--- config.mk ---
export PLATFORM = sky130hd
export DESIGN_NAME = add_tree_acc
export DESIGN_NICKNAME = d
export VERILOG_FILES = /design/src/rtl/add_tree_acc.sv
export SDC_FILE = /design/constraint.sdc
export NUM_CORES = 1
export LEC_CHECK = 0
export ABC_AREA = 0
export CAP_MARGIN = 10
export CORE_MARGIN = 8
export CORE_UTILIZATION = 57
export CTS_CLUSTER_DIAMETER = 50
export DETAILED_ROUTE_END_ITERATION = 16
export PLACE_DENSITY_LB_ADDON = 0.05
export SLEW_MARGIN = 20
export SYNTH_ARGS = -nofsm -noshare
export SYNTH_HDL_FRONTEND = slang
export SYNTH_SLANG_ARGS = --single-unit
--- constraint.sdc ---
create_clock -name clk -period 8 [get_ports clk]
set_input_delay 2 -clock clk [delete_from_list [all_inputs] [get_ports clk]]
set_output_delay 2 -clock clk [all_outputs]
set_load 0.02 [all_outputs]
--- src/rtl/add_tree_acc.sv ---
// add_tree_acc: pipelined signed adder tree with per-beat group accumulation.
//
// Reduces OP_CNT signed operands per beat through a binary adder tree that is
// registered every LVL_PER_STG levels. Operand counts that are not a power of
// two are zero-padded. A final output stage either passes the tree sum
// through or accumulates it across a group of beats closed by op_last.
// Latency is T+1 enabled clocks, where T = ceil(clog2(OP_CNT)/LVL_PER_STG).
//
// Optional feature: define ADD_TREE_ACC_SAT_EN to clamp results that do not
// fit OUT_WDT and flag them on res_sat. Without it, narrowing wraps and
// res_sat is tied to 0.
//
// Ports:
//   clk, rst  : clock, asynchronous active-high reset
//   clk_en    : global stall, all state holds while 0
//   op_data   : packed operands, operand i at [i*WORD_WDT +: WORD_WDT]
//   op_val    : per-operand valid; a beat is valid only if all bits are set
//   op_last   : last beat of an accumulation group
//   op_type   : data type carried alongside the beat
//   op_acc    : 1 = accumulate this beat, 0 = pass it through
//   res_data  : result
//   res_val   : result valid, one pulse per result
//   res_last  : result closes a group
//   res_type  : type of the beat that produced the result
//   res_sat   : result was clamped
//   acc_err   : sticky, a pass beat interrupted a partial accumulation
module add_tree_acc #(
    parameter int OP_CNT      = 8,
    parameter int WORD_WDT    = 16,
    parameter int LVL_PER_STG = 1,
    parameter int ACC_GUARD   = 8,
    parameter int OUT_WDT     = 32,
    parameter int TYPE_WDT    = 2
) (
    input  logic                         clk,
    input  logic                         rst,
    input  logic                         clk_en,
    input  logic [OP_CNT*WORD_WDT-1:0]   op_data,
    input  logic [OP_CNT-1:0]            op_val,
    input  logic                         op_last,
    input  logic [TYPE_WDT-1:0]          op_type,
    input  logic                         op_acc,
    output logic [OUT_WDT-1:0]           res_data,
    output logic                         res_val,
    output logic                         res_last,
    output logic [TYPE_WDT-1:0]          res_type,
    output logic                         res_sat,
    output logic                         acc_err
);

    localparam int LOG     = $clog2(OP_CNT);
    localparam int PAD     = 1 << LOG;
    localparam int SUM_WDT = WORD_WDT + LOG;
    localparam int ACC_WDT = SUM_WDT + ACC_GUARD;
    localparam int T       = (LOG + LVL_PER_STG - 1) / LVL_PER_STG;
    localparam int SC_WDT  = TYPE_WDT + 3;

    // ------------------------------------------------------------------
    // Adder tree. Level 0 holds the sign-extended (padded) operands; each
    // level l halves the node count. A level is registered when it closes
    // a group of LVL_PER_STG levels or is the root.
    // ------------------------------------------------------------------
    for (genvar l = 0; l <= LOG; l++) begin : g_lvl
        localparam int N = PAD >> l;
        logic signed [SUM_WDT-1:0] node [N];

        if (l == 0) begin : g_leaf
            always_comb begin
                for (int unsigned i = 0; i < N; i++) begin
                    if (i < OP_CNT) begin
                        node[i] = SUM_WDT'($signed(op_data[i*WORD_WDT +: WORD_WDT]));
                    end else begin
                        node[i] = '0;
                    end
                end
            end
        end else begin : g_add
            logic signed [SUM_WDT-1:0] add [N];

            always_comb begin
                for (int unsigned i = 0; i < N; i++) begin
                    add[i] = g_lvl[l-1].node[2*i] + g_lvl[l-1].node[2*i+1];
                end
            end

            if (((l % LVL_PER_STG) == 0) || (l == LOG)) begin : g_reg
                always_ff @(posedge clk or posedge rst) begin
                    if (rst) begin
                        for (int unsigned i = 0; i < N; i++) begin
                            node[i] <= '0;
                        end
                    end else if (clk_en) begin
                        for (int unsigned i = 0; i < N; i++) begin
                            node[i] <= add[i];
                        end
                    end
                end
            end else begin : g_comb
                always_comb begin
                    for (int unsigned i = 0; i < N; i++) begin
                        node[i] = add[i];
                    end
                end
            end
        end
    end

    logic signed [SUM_WDT-1:0] tree_sum;
    assign tree_sum = g_lvl[LOG].node[0];

    // ------------------------------------------------------------------
    // Side channel, T deep so it lines up with the tree root register.
    // ------------------------------------------------------------------
    logic [SC_WDT-1:0] sc_in;
    logic [SC_WDT-1:0] sc_q [T];
    logic              d_val;
    logic              d_last;
    logic              d_acc;
    logic [TYPE_WDT-1:0] d_type;

    assign sc_in = {&op_val, op_last, op_acc, op_type};

    always_ff @(posedge clk or posedge rst) begin
        if (rst) begin
            for (int unsigned i = 0; i < T; i++) begin
                sc_q[i] <= '0;
            end
        end else if (clk_en) begin
            sc_q[0] <= sc_in;
            for (int unsigned i = 1; i < T; i++) begin
                sc_q[i] <= sc_q[i-1];
            end
        end
    end

    assign {d_val, d_last, d_acc, d_type} = sc_q[T-1];

    // ------------------------------------------------------------------
    // Accumulator datapath and result narrowing.
    // ------------------------------------------------------------------
    typedef enum logic {
        ACC_IDLE,
        ACC_BUSY
    } acc_state_e;

    acc_state_e state_q;
    acc_state_e state_nxt;
    logic       acc_busy;

    logic signed [ACC_WDT-1:0] sum_ext;
    logic signed [ACC_WDT-1:0] acc_q;
    logic signed [ACC_WDT-1:0] acc_upd;
    logic signed [ACC_WDT-1:0] out_pre;
    logic [OUT_WDT-1:0]        red_data;
    logic                      red_sat;

    assign acc_busy = (state_q == ACC_BUSY);
    assign sum_ext  = ACC_WDT'(tree_sum);
    assign acc_upd  = acc_busy ? (acc_q + sum_ext) : sum_ext;
    assign out_pre  = d_acc ? acc_upd : sum_ext;

    if (OUT_WDT >= ACC_WDT) begin : g_ext
        assign red_data = OUT_WDT'(out_pre);
        assign red_sat  = 1'b0;
    end else begin : g_narrow
`ifdef ADD_TREE_ACC_SAT_EN
        // Value fits when every bit from the OUT_WDT sign bit upward agrees.
        logic [ACC_WDT-OUT_WDT:0] top;
        assign top      = out_pre[ACC_WDT-1:OUT_WDT-1];
        assign red_sat  = !((&top) || !(|top));
        assign red_data = !red_sat       ? out_pre[OUT_WDT-1:0] :
                          out_pre[ACC_WDT-1] ? {1'b1, {(OUT_WDT-1){1'b0}}} :
                                               {1'b0, {(OUT_WDT-1){1'b1}}};
`else
        logic unused_hi;
        assign unused_hi = ^out_pre[ACC_WDT-1:OUT_WDT];
        assign red_data  = out_pre[OUT_WDT-1:0];
        assign red_sat   = 1'b0;
`endif
    end

    // State register
    always_ff @(posedge clk or posedge rst) begin
        if (rst) begin
            state_q <= ACC_IDLE;
        end else if (clk_en) begin
            state_q <= state_nxt;
        end
    end

    // Next state: only an accumulate beat without last leaves a partial pending.
    always_comb begin
        state_nxt = state_q;
        if (d_val) begin
            if (d_acc && !d_last) begin
                state_nxt = ACC_BUSY;
            end else begin
                state_nxt = ACC_IDLE;
            end
        end
    end

    // Output / datapath next values
    logic signed [ACC_WDT-1:0] acc_nxt;
    logic                      err_nxt;
    logic                      val_nxt;
    logic                      last_nxt;
    logic [OUT_WDT-1:0]        data_nxt;
    logic [TYPE_WDT-1:0]       type_nxt;
    logic                      sat_nxt;

    always_comb begin
        acc_nxt  = acc_q;
        err_nxt  = acc_err;
        val_nxt  = 1'b0;
        last_nxt = 1'b0;
        data_nxt = res_data;
        type_nxt = res_type;
        sat_nxt  = res_sat;
        if (d_val) begin
            if (d_acc && !d_last) begin
                acc_nxt = acc_upd;
            end else begin
                // Group close or pass beat: emit and leave the accumulator
                // empty; a pass beat also drops any pending partial.
                acc_nxt  = '0;
                val_nxt  = 1'b1;
                last_nxt = d_last;
                data_nxt = red_data;
                type_nxt = d_type;
                sat_nxt  = red_sat;
                if (!d_acc && acc_busy) begin
                    err_nxt = 1'b1;
                end
            end
        end
    end

    always_ff @(posedge clk or posedge rst) begin
        if (rst) begin
            acc_q    <= '0;
            acc_err  <= 1'b0;
            res_val  <= 1'b0;
            res_last <= 1'b0;
            res_data <= '0;
            res_type <= '0;
            res_sat  <= 1'b0;
        end else if (clk_en) begin
            acc_q    <= acc_nxt;
            acc_err  <= err_nxt;
            res_val  <= val_nxt;
            res_last <= last_nxt;
            res_data <= data_nxt;
            res_type <= type_nxt;
            res_sat  <= sat_nxt;
        end
    end

endmodule

==> results of run 1 <==
[cell usage in the layout, fill, tap and decap left out, drive strengths merged, types with 12 or more instances in the layout]
master,n
mux2,96
o31ai,14
xor2,26
dfrtp,200
clkbuf,21
a21o,56
o21ai,87
o211ai,12
xnor2,71
ha,142
nand2b,21
nor2,82
a21oi,90
inv,37
clkdlybuf4s50,178
nor3,45
a211oi,14
nor2b,16
mux2i,25
o21bai,13
nand2,118
nand3,41
a31oi,29
buf,12
and3,14
[worst max-delay path, cell delays in order]
cell,delay (ns)
clkdlybuf4s50_1,0.40
ha_1,0.24
fa_1,0.42
a21o_1,0.20
a21oi_1,0.28
o21ai_0,0.21
a31oi_1,0.33
a21oi_1,0.17
nor3_1,0.23
nor2_1,0.09
o31ai_1,0.18
[registers in the layout, summed over array words and instances, names as in the netlist, 2 cells and up]
name        flops
res_type        2
d_type          2
res_data       27
acc_q          27
sc_q           10
g_lvl.node    125
[Yosys cell counts, types with 5 or more instances]
library cell,count
a211o_1,6
a211oi_1,14
a21boi_0,5
a21o_1,56
a21oi_1,90
a221o_1,11
a22o_1,5
a31o_2,7
a31oi_1,29
and2_1,7
and3_1,14
buf_1,8
buf_4,6
clkbuf_1,37
dfrtp_1,200
fa_1,8
ha_1,142
inv_1,31
mux2_2,96
mux2i_1,25
nand2_1,118
nand2b_1,21
nand3_1,41
nand3b_1,5
nand4_1,7
nor2_1,82
nor2b_1,16
nor3_1,45
o2111ai_1,5
o211ai_1,12
o21a_1,10
o21ai_0,79
o21ai_1,8
o21bai_1,13
o221a_2,6
o22ai_1,5
o31ai_1,14
xnor2_1,71
xor2_1,26
[cell type report]
type                       instances  area [um2]
timing repair buffer             190        1880
multi-input combinational       1152        8640
inverter                          32         128
tap                              324         405
fill                            1966        7540
sequential                       200        5000
clock inverter                    11         104
clock buffer                      21         480
[per-layer routing]
layer | wire [um] | share of wire | track usage | vias up
met2 | 16100 | 0.49 | 0.376 | 253
li1 | - | - | - | 5638
met5 | 13 | 0.00039 | 0 | -
met4 | 471 | 0.014 | 0.0478 | 2
met3 | 1300 | 0.039 | 0.0438 | 34
met1 | 15200 | 0.46 | 0.284 | 5477
[cell families after synthesis]
kind of cell	after synthesis	share of synthesized area
DFF	200	0.358
xor gates and xnor gates	97	0.0607
and+or+nand+nor	372	0.124
adders and majority gates	150	0.138
buffers and inverters	85	0.0246
AOI/OAI and AO/OA	411	0.199
muxes	121	0.0952
other	1	0.000268
[how the worst max path moves through the flow]
stage           startpoint                       endpoint  slack (ns)  cells past startpoint
3_5_place_dp   op_data[64]  g_lvl[1].node[33]$_DFFE_PP0P_        3.21                     11
5_1_grt        op_data[32]  g_lvl[1].node[52]$_DFFE_PP0P_        3.39                     11
4_1_cts        op_data[64]  g_lvl[1].node[33]$_DFFE_PP0P_        3.67                     11
3_3_place_gp   op_data[65]  g_lvl[1].node[34]$_DFFE_PP0P_        3.25                     10
2_1_floorplan          rst           acc_busy$_DFFE_PP0P_        0.55                      1
6_report       op_data[64]  g_lvl[1].node[33]$_DFFE_PP0P_        3.58                     11
[power breakdown]
part | leakage (uW) | internal, uW | switching [uW] | total [uW]
Sequential | 0.00248 | 1270 | 211 | 1480
Clock | 0.000284 | 444 | 409 | 853
Combinational | 0.00481 | 1120 | 1230 | 2340
Total | 0.00757 | 2830 | 1850 | 4670
[per-stage QoR]
stage / setup WS [ns] / utilization / hold slack (ns)
floorplan: 0.546 / - / 0.435
global placement: 3.25 / 0.664 / 0.449
detailed placement: 3.21 / 0.664 / 0.456
CTS: 3.67 / 0.688 / 0.474
global route: 3.39 / 0.688 / 0.489
finish: 3.58 / 0.688 / 0.469
==> impl_metrics.csv, run 1 <==
group,metric,value,unit
worst_setup_path,endpoint_kind,"register",
clock_network,path_clk_slew,0.07,ns
clock_network,cts_sinks,200,
die,start_util,0.579,
timing,setup_viol,0,
clock_network,cts_tree,"done",
timing,rsz0062_at_grt,"no",
die,ios,181,
layout,layout-drive-gt1-share,0.101,
timing,min_period_over_period,0.553,
global_route,antenna_found_initial,1,
place,dp.cells,1898,
power_and_ir_drop,powerDensity,281,nW/um2
yosys,avgSynthCellArea,9.73,um2
routing,dr.first_iter.drc_count,768,
clock_network,hold_buffers,0,
layout,fin_cells,1930,
timing,fin_skew,0.0123,ns
die,die_h,173,um
yosys,ys_warn_count,0,
worst_setup_path,reg2reg_from,"g_lvl[3].node[0]$_DFFE_PP0P_",
worst_setup_path,cp_max_fo,3,
place,dpl_cell_area,16100,um2
yosys,synth-edff-count,0,
die,placementRows,57,
yosys,synthCells,1437,
clock_network,cts_max_path_buffers,2,
place,place.gp.congestion,0.890,
timing,worst_slew_pin_slew,0.988,ns
timing,max_freq,226,MHz
yosys,synth_area,14000,um2
power_and_ir_drop,ir_worst_vdd,0.182,mV
worst_hold_path,whs_endpoint,"res_type[1]$_DFFE_PP0P_",
worst_setup_path,reg2regPathDepth,10,
place,dpl.hpwl,25000,um
worst_hold_path,hp-start,"d_type[1]$_DFFE_PP0P_",
routing,drc,0,
worst_setup_path,start_kind,"input pin",
power_and_ir_drop,leakage,0.00757,uW
routing,postRouteAntennaNets,0,
global_route,grt.total_usage,0.220,
die,core,24200,um2
layout,syn2layout_area_growth,18.9,%
die,die_area,29800,um2
clock_network,clkLatencyLatePin,0.44,ns
worst_hold_path,hp-class,"register to register",
worst_setup_path,crit_arrival,4.76,ns
die,die_w,173,um
clock_network,post_cts_resized,0,
power_and_ir_drop,power,4670,uW
yosys,ys_ff_latch,200,
yosys,dominantRegCellSynth,"dfrtp_1",
clock_network,cts_max_level,4,
status,outcome,"finished, final reports clean",
yosys,postSynth.asyncResetShare,1.00,
worst_setup_path,worstSetupPathType,"input pin to register",
routing,vias,11400,
layout,nets,1886,
yosys,synth_nets,1730,
yosys,yosysSeqAreaShare,0.358,
worst_hold_path,hold-path-cell-count,2,
global_route,grt_pass1_wl,55800,um
clock_network,cts_root_buf,"clkbuf_16",
timing,setup_tns,0,ns
flow_run,max_cap_viol_count,0,
timing,finalHoldViolCount,0,
routing,wl_per_cell,17.1,um
timing,slew_violations,0,
yosys,yosys.cell_types.count,72,
layout,diodes,0,
worst_setup_path,cp_data_required_time,8.34,ns
yosys,synth_area_leader_cell,"dfrtp_1",
yosys,yosys.area.top_type_share,0.358,
global_route,first_global_vias,11400,
place,io_buffers,179,
routing,routed_via_density,5.91,
timing,min_period,4.42,ns
clock_network,cts_setup_buffers,0,
worst_setup_path,r2r-end,"res_data[26]$_DFFE_PP0P_",
worst_setup_path,r2r_slack,4.87,ns
global_route,grt_max_degree,79,
routing,dr.pass1.iters,5,
global_route,overflow,0,
yosys,ys_top_cells_by_area,"dfrtp_1 (36%), ha_1 (13%), mux2_2 (7.7%)",
timing,slew_headroom,0.341,
clock_network,cts_made_buffers,17,
layout,fin_area,16600,um2
routing,wirelength,33100,um
No activity file was read; power rests on OpenSTA's default activity.
==> inputs of run 2 (changes only) <==
- clock period: 8 -> 4.4 ns (I/O delays scaled with it)
==> run 2 against run 1 <==
  * Routed wire length decreased by 0.88%
  * Utilization increased by 0.46 points
  * Largest cell class unchanged
  * First-iteration DRC count decreased by 6.0%
  * Largest power group unchanged
  * Die area unchanged
  * Cell area increased by 0.67%
  * Count of clock-buffer cells in the layout decreased by 4
==> impl_metrics.csv, run 2 (synthesis gave the netlist of run 1 again) <==
group,metric,value,unit
status,outcome,"finished, final reports clean",
timing,fin_ws,0.853,ns
clock_network,cts_max_path_buffers,2,
clock_network,path_clk_slew,0.08,ns
routing,vias,11400,
global_route,grt_max_degree,115,
worst_setup_path,cp_common_cell,"a21oi_1",
worst_setup_path,r2r-end,"res_data[26]$_DFFE_PP0P_",
timing,setup_viol,0,
layout,diodes,0,
worst_setup_path,worst_path_max_delay_cell,"clkdlybuf4s50_1",
worst_setup_path,cp_num_cells,11,
timing,slew_violations,0,
place,post-place-ws,0.491,ns
place,dpl.hpwl,25200,um
clock_network,cts_sinks,200,
flow_run,max_cap_viol_count,0,
routing,routed_via_density,5.88,
layout,final_common_cell,"dfrtp_1",
global_route,overflow,0,
place,dpl_cell_area,16100,um2
die,die_h,173,um
power_and_ir_drop,leakage,0.00762,uW
die,placementRows,57,
clock_network,cts_tree,"done",
worst_setup_path,worstSetupPathType,"input pin to register",
timing,worst_slew_pin_slew,0.666,ns
layout,fin_area,16700,um2
power_and_ir_drop,ir_worst_vdd,0.291,mV
worst_setup_path,start_kind,"input pin",
worst_setup_path,cp_data_required_time,4.73,ns
layout,fin_cells,1932,
power_and_ir_drop,power,8630,uW
die,die_area,29800,um2
worst_setup_path,reg2regPathDepth,10,
worst_setup_path,reg2reg_from,"g_lvl[3].node[0]$_DFFE_PP0P_",
worst_setup_path,cp.buffers_inverters,1,
timing,finalHoldViolCount,0,
worst_setup_path,cp_max_fo,3,
routing,wirelength,32800,um
routing,dr.first_iter.drc_count,722,
worst_setup_path,r2r_slack,1.23,ns
worst_setup_path,cp-endpoint,"g_lvl[1].node[33]$_DFFE_PP0P_",
worst_setup_path,cpPeakStageDelay,0.41,ns
layout,syn2layout_area_growth,19.7,%
routing,wl_per_cell,17.0,um
worst_setup_path,crit_family,"compound AO/OA/AOI/OAI gates",
place,place.gp.congestion,0.918,
layout,fill_cells,1902,
layout,layout_common_cells,"dfrtp_1 (200), clkdlybuf4s50_1 (178), ha_1 (142)",
clock_network,cts_max_level,4,
layout,regMostFlops,"g_lvl.node",
routing,postRouteAntennaNets,0,
layout,layout-drive-gt1-share,0.102,
routing,dr.pass1.iters,7,
global_route,grt_pass1_wl,56400,um
clock_network,post_cts_resized,0,
timing,fin_skew,0.0142,ns
clock_network,cts_root_buf,"clkbuf_16",
worst_setup_path,crit_path_cell_trace,"clkdlybuf4s50_1 > ha_1 > fa_1 > a21o_1 > a21oi_1 > o21ai_0 > a31oi_1 > a21oi_1 > nor3_1 > nor2_1 > o31ai_1",
clock_network,clkLatencyLatePin,0.44,ns
global_route,grt.total_usage,0.222,
global_route,first_global_vias,11500,
place,io_buffers,179,
timing,min_period,3.55,ns
clock_network,cts_made_buffers,17,
worst_hold_path,hp-class,"register to register",
worst_setup_path,endpoint_kind,"register",
timing,slew_headroom,0.556,
timing,min_period_over_period,0.806,
clock_network,cts_setup_buffers,0,
routing,drc,0,
layout,nets,1888,
layout,largest_reg_flops,125,
die,start_util,0.579,
timing,max_freq,282,MHz
die,ios,181,
timing,setup_tns,0,ns
layout,reg_top3,"g_lvl.node: 125 flops, acc_q: 27 flops, res_data: 27 flops",
timing,rsz0062_at_grt,"no",
global_route,antenna_found_initial,0,
power_and_ir_drop,powerDensity,515,nW/um2
clock_network,hold_buffers,0,
worst_setup_path,crit_start,"op_data[64]",
place,dp.cells,1900,
die,core,24200,um2
die,die_w,173,um
worst_setup_path,crit_arrival,3.88,ns
## run 2: cell count changes in the layout (fill, tap and decap cells not counted), sizes merged
cell / delta
buf: +2
clkbuf: -4
clkinv: +2
inv: -1
bufinv: +3
## run 2: layout make-up
| class | instances | area, um2 | area share |
|---|---|---|---|
| Clock buffer | 17 | 425 | 0.0254 |
| Tap cell | 324 | 405 | 0.0242 |
| Inverter | 32 | 124 | 0.00740 |
| Sequential cell | 200 | 5000 | 0.299 |
| Clock inverter | 15 | 209 | 0.0125 |
| Timing Repair Buffer | 192 | 1940 | 0.116 |
| Multi-Input combinational cell | 1152 | 8640 | 0.516 |
## run 2: power by group
part           switching (uW)  total (uW)  internal (uW)
clock network             747        1670            921
registers                 412        2720           2300
logic                    2210        4240           2030
total                    3370        8630           5260
## run 2: how the worst min path moves through the flow
stage / depth (start not counted) / to / startpoint
3_5_place_dp: 2 / res_data[7]$_DFFE_PP0P_ / res_data[7]$_DFFE_PP0P_
6_report: 2 / res_data[7]$_DFFE_PP0P_ / res_data[7]$_DFFE_PP0P_
5_1_grt: 2 / res_type[1]$_DFFE_PP0P_ / d_type[1]$_DFFE_PP0P_
3_3_place_gp: 2 / res_type[1]$_DFFE_PP0P_ / d_type[1]$_DFFE_PP0P_
2_1_floorplan: 2 / res_type[0]$_DFFE_PP0P_ / d_type[0]$_DFFE_PP0P_
4_1_cts: 2 / res_data[7]$_DFFE_PP0P_ / res_data[7]$_DFFE_PP0P_
## run 2: tightest hold or removal path, delay by kind of cell (launching register included)
kind,cells,cell delay [ns]
flops,1,0.34
simple gates,2,0.10
## run 2: per-stage QoR
step / utilization / hold WS (ns)
after floorplan: - / 0.435
after global placement: 0.666 / 0.449
after detailed placement: 0.666 / 0.457
after CTS: 0.693 / 0.474
after global routing: 0.693 / 0.497
final: 0.693 / 0.469
## run 2: layer usage
layer / global-route usage / up-vias / wire, um
met5: 0 / - / 0
met4: 0.0428 / 0 / 289
met3: 0.0388 / 25 / 1350
met2: 0.379 / 270 / 16100
met1: 0.292 / 5420 / 15100
li1: - / 5646 / -
==> inputs of run 3 (changes only) <==
- clock period: 4.4 -> 3.6 ns (I/O delays scaled with it)
==> run 3 against run 2 <==
  * Clock skew hardly changed
  * Global-route usage fell by 0.29 points
  * First-iteration DRC count decreased by 19%
  * Critical path type unchanged
  * Critical endpoint is now g_lvl[1].node[15]$_DFFE_PP0P_
  * Highest routed layer unchanged
==> impl_metrics.csv, run 3 (synthesis gave the netlist of run 1 again) <==
group,metric,value,unit
status,outcome,"finished, final reports clean",
die,ios,181,
global_route,antenna_found_initial,0,
power_and_ir_drop,swShare,0.394,
clock_network,cts_sinks,200,
layout,layout_common_cells,"dfrtp_1 (200), clkdlybuf4s50_1 (178), ha_1 (142)",
routing,routed_via_density,5.87,
die,start_util,0.579,
die,die_h,173,um
worst_setup_path,cp_num_cells,10,
layout,largest_reg_flops,125,
routing,postRouteAntennaNets,0,
worst_setup_path,cp-endpoint,"g_lvl[1].node[15]$_DFFE_PP0P_",
worst_setup_path,r2r-end,"res_data[26]$_DFFE_PP0P_",
timing,slew_violations,0,
global_route,grt_pass1_wl,55700,um
global_route,grt_use_met3,0.0342,
layout,post-route-util,0.695,
timing,worst_slew_pin_slew,0.885,ns
clock_network,hold_buffers,0,
clock_network,cts_made_buffers,17,
routing,drc,0,
layout,final_common_cell,"dfrtp_1",
routing,wirelength,33000,um
power_and_ir_drop,internal-power,6340,uW
timing,slew_headroom,0.410,
routing,dr.first_iter.drc_count,588,
timing,min_period_over_period,0.894,
layout,reg_top3,"g_lvl.node: 125 flops, acc_q: 27 flops, res_data: 27 flops",
die,die_w,173,um
global_route,grt_max_degree,154,
layout,fill_cells,1926,
place,dpl_cell_area,16200,um2
flow_run,max_cap_viol_count,0,
timing,setup_viol,0,
timing,rsz0062_at_grt,"no",
power_and_ir_drop,pwr-share-comb,0.505,
place,dpl.hpwl,25600,um
place,place.gp.congestion,0.872,
die,core,24200,um2
clock_network,cts_tree,"done",
power_and_ir_drop,clock_power_share,0.183,
worst_setup_path,crit_path_cell_trace,"clkdlybuf4s50_1 > ha_1 > a21o_1 > a21oi_1 > o21ai_1 > nand2b_1 > a31o_2 > a221o_1 > a2111o_1 > o211ai_1",
worst_hold_path,hp-start,"res_data[7]$_DFFE_PP0P_",
die,placementRows,57,
worst_setup_path,cpPeakStageDelay,0.46,ns
global_route,overflow,0,
worst_setup_path,r2r_slack,0.53,ns
worst_setup_path,cp_max_fo,3,
timing,max_freq,311,MHz
global_route,grt.total_usage,0.219,
worst_setup_path,start_kind,"input pin",
clock_network,cts_setup_buffers,0,
worst_setup_path,reg2reg_from,"g_lvl[3].node[0]$_DFFE_PP0P_",
routing,vias,11400,
clock_network,post_cts_resized,0,
clock_network,clkLatencyLatePin,0.44,ns
place,io_buffers,179,
clock_network,path_clk_slew,0.07,ns
routing,dr.pass1.iters,5,
clock_network,cts_max_path_buffers,2,
layout,syn2layout_area_growth,20.1,%
worst_setup_path,cp.buffers_inverters,1,
global_route,grt.busiest_layer,"met2",
global_route,first_global_vias,11500,
routing,wl_per_cell,17.0,um
worst_setup_path,worstSetupPathType,"input pin to register",
worst_setup_path,worst_path_max_delay_cell,"clkdlybuf4s50_1",
global_route,grt_use_met2,0.376,
global_route,grt_use_met1,0.285,
power_and_ir_drop,ir_worst_vdd,0.340,mV
worst_hold_path,hp-class,"register to register",
worst_setup_path,crit_start,"op_data[97]",
power_and_ir_drop,p_seq_frac,0.313,
layout,diodes,0,
layout,layout-drive-gt1-share,0.110,
layout,fin_area,16800,um2
worst_setup_path,cp_data_required_time,3.95,ns
worst_setup_path,crit_arrival,3.57,ns
worst_setup_path,reg2regPathDepth,10,
worst_setup_path,crit_family,"compound AO/OA/AOI/OAI gates",
power_and_ir_drop,leakage,0.00766,uW
timing,finalHoldViolCount,0,
worst_setup_path,endpoint_kind,"register",
layout,regMostFlops,"g_lvl.node",
clock_network,cts_max_level,4,
timing,min_period,3.22,ns
die,die_area,29800,um2
clock_network,cts_root_buf,"clkbuf_16",
power_and_ir_drop,powerDensity,623,nW/um2
layout,nets,1902,
power_and_ir_drop,power_switching,4120,uW
timing,fin_skew,0.0141,ns
[run 3: layout make-up]
class                      instances  area [um2]  area share
clock inverter                    13         133     0.00789
inverter                          32         124     0.00737
sequential                       200        5000       0.298
timing repair buffer             206        2050       0.122
multi-input combinational       1152        8640       0.514
tap                              324         405      0.0241
clock buffer                      19         453      0.0270
[run 3: worst register-to-register path: stages, from the launching register on]
cell      delay (ns)
dfrtp_1         0.41
ha_1            0.25
fa_1            0.44
a211oi_1        0.30
o21ai_0         0.23
a32oi_1         0.25
o211ai_1        0.23
a31oi_1         0.24
xnor2_1         0.20
a21oi_1         0.12
o31a_1          0.30
[run 3: worst min-delay path by stage]
stage                         endpoint  slack (ns)  cells past startpoint
3_3_place_gp   res_type[0]$_DFFE_PP0P_        0.45                      2
2_1_floorplan  res_type[0]$_DFFE_PP0P_        0.43                      2
3_5_place_dp   res_data[7]$_DFFE_PP0P_        0.46                      2
6_report       res_data[7]$_DFFE_PP0P_        0.47                      2
5_1_grt          acc_q[12]$_DFFE_PP0P_        0.51                      2
4_1_cts        res_data[7]$_DFFE_PP0P_        0.47                      2
[run 3: per-stage QoR]
| step | hold WS [ns] | worst slack, ns | total power [uW] | cells | setup TNS, ns |
|---|---|---|---|---|---|
| after global placement | 0.449 | -0.00168 | 8390 | 1914 | -0.00168 |
| after CTS | 0.473 | 0.414 | 10500 | 1946 | 0 |
| after detailed placement | 0.457 | -0.0370 | 8530 | 1914 | -0.0652 |
| after floorplan | 0.435 | 0.112 | 7180 | 1437 | 0 |
| after global routing | 0.507 | 0.190 | 11200 | 1946 | 0 |
| final | 0.467 | 0.380 | 10500 | 1946 | 0 |
[run 3: power by group through the flow]
stage / Sequential (uW) / Combinational (uW) / Clock, uW
floorplan: 3190 / 3990 / 0
global placement: 3290 / 5100 / 0
detailed placement: 3320 / 5210 / 0
CTS: 3280 / 5260 / 1950
global route: 3350 / 5840 / 2040
finish: 3270 / 5280 / 1910
[run 3: routing by layer]
layer	share of wire	wire (um)
met4	0.014	457
met5	0	0
met3	0.039	1280
met1	0.46	15100
met2	0.49	16200
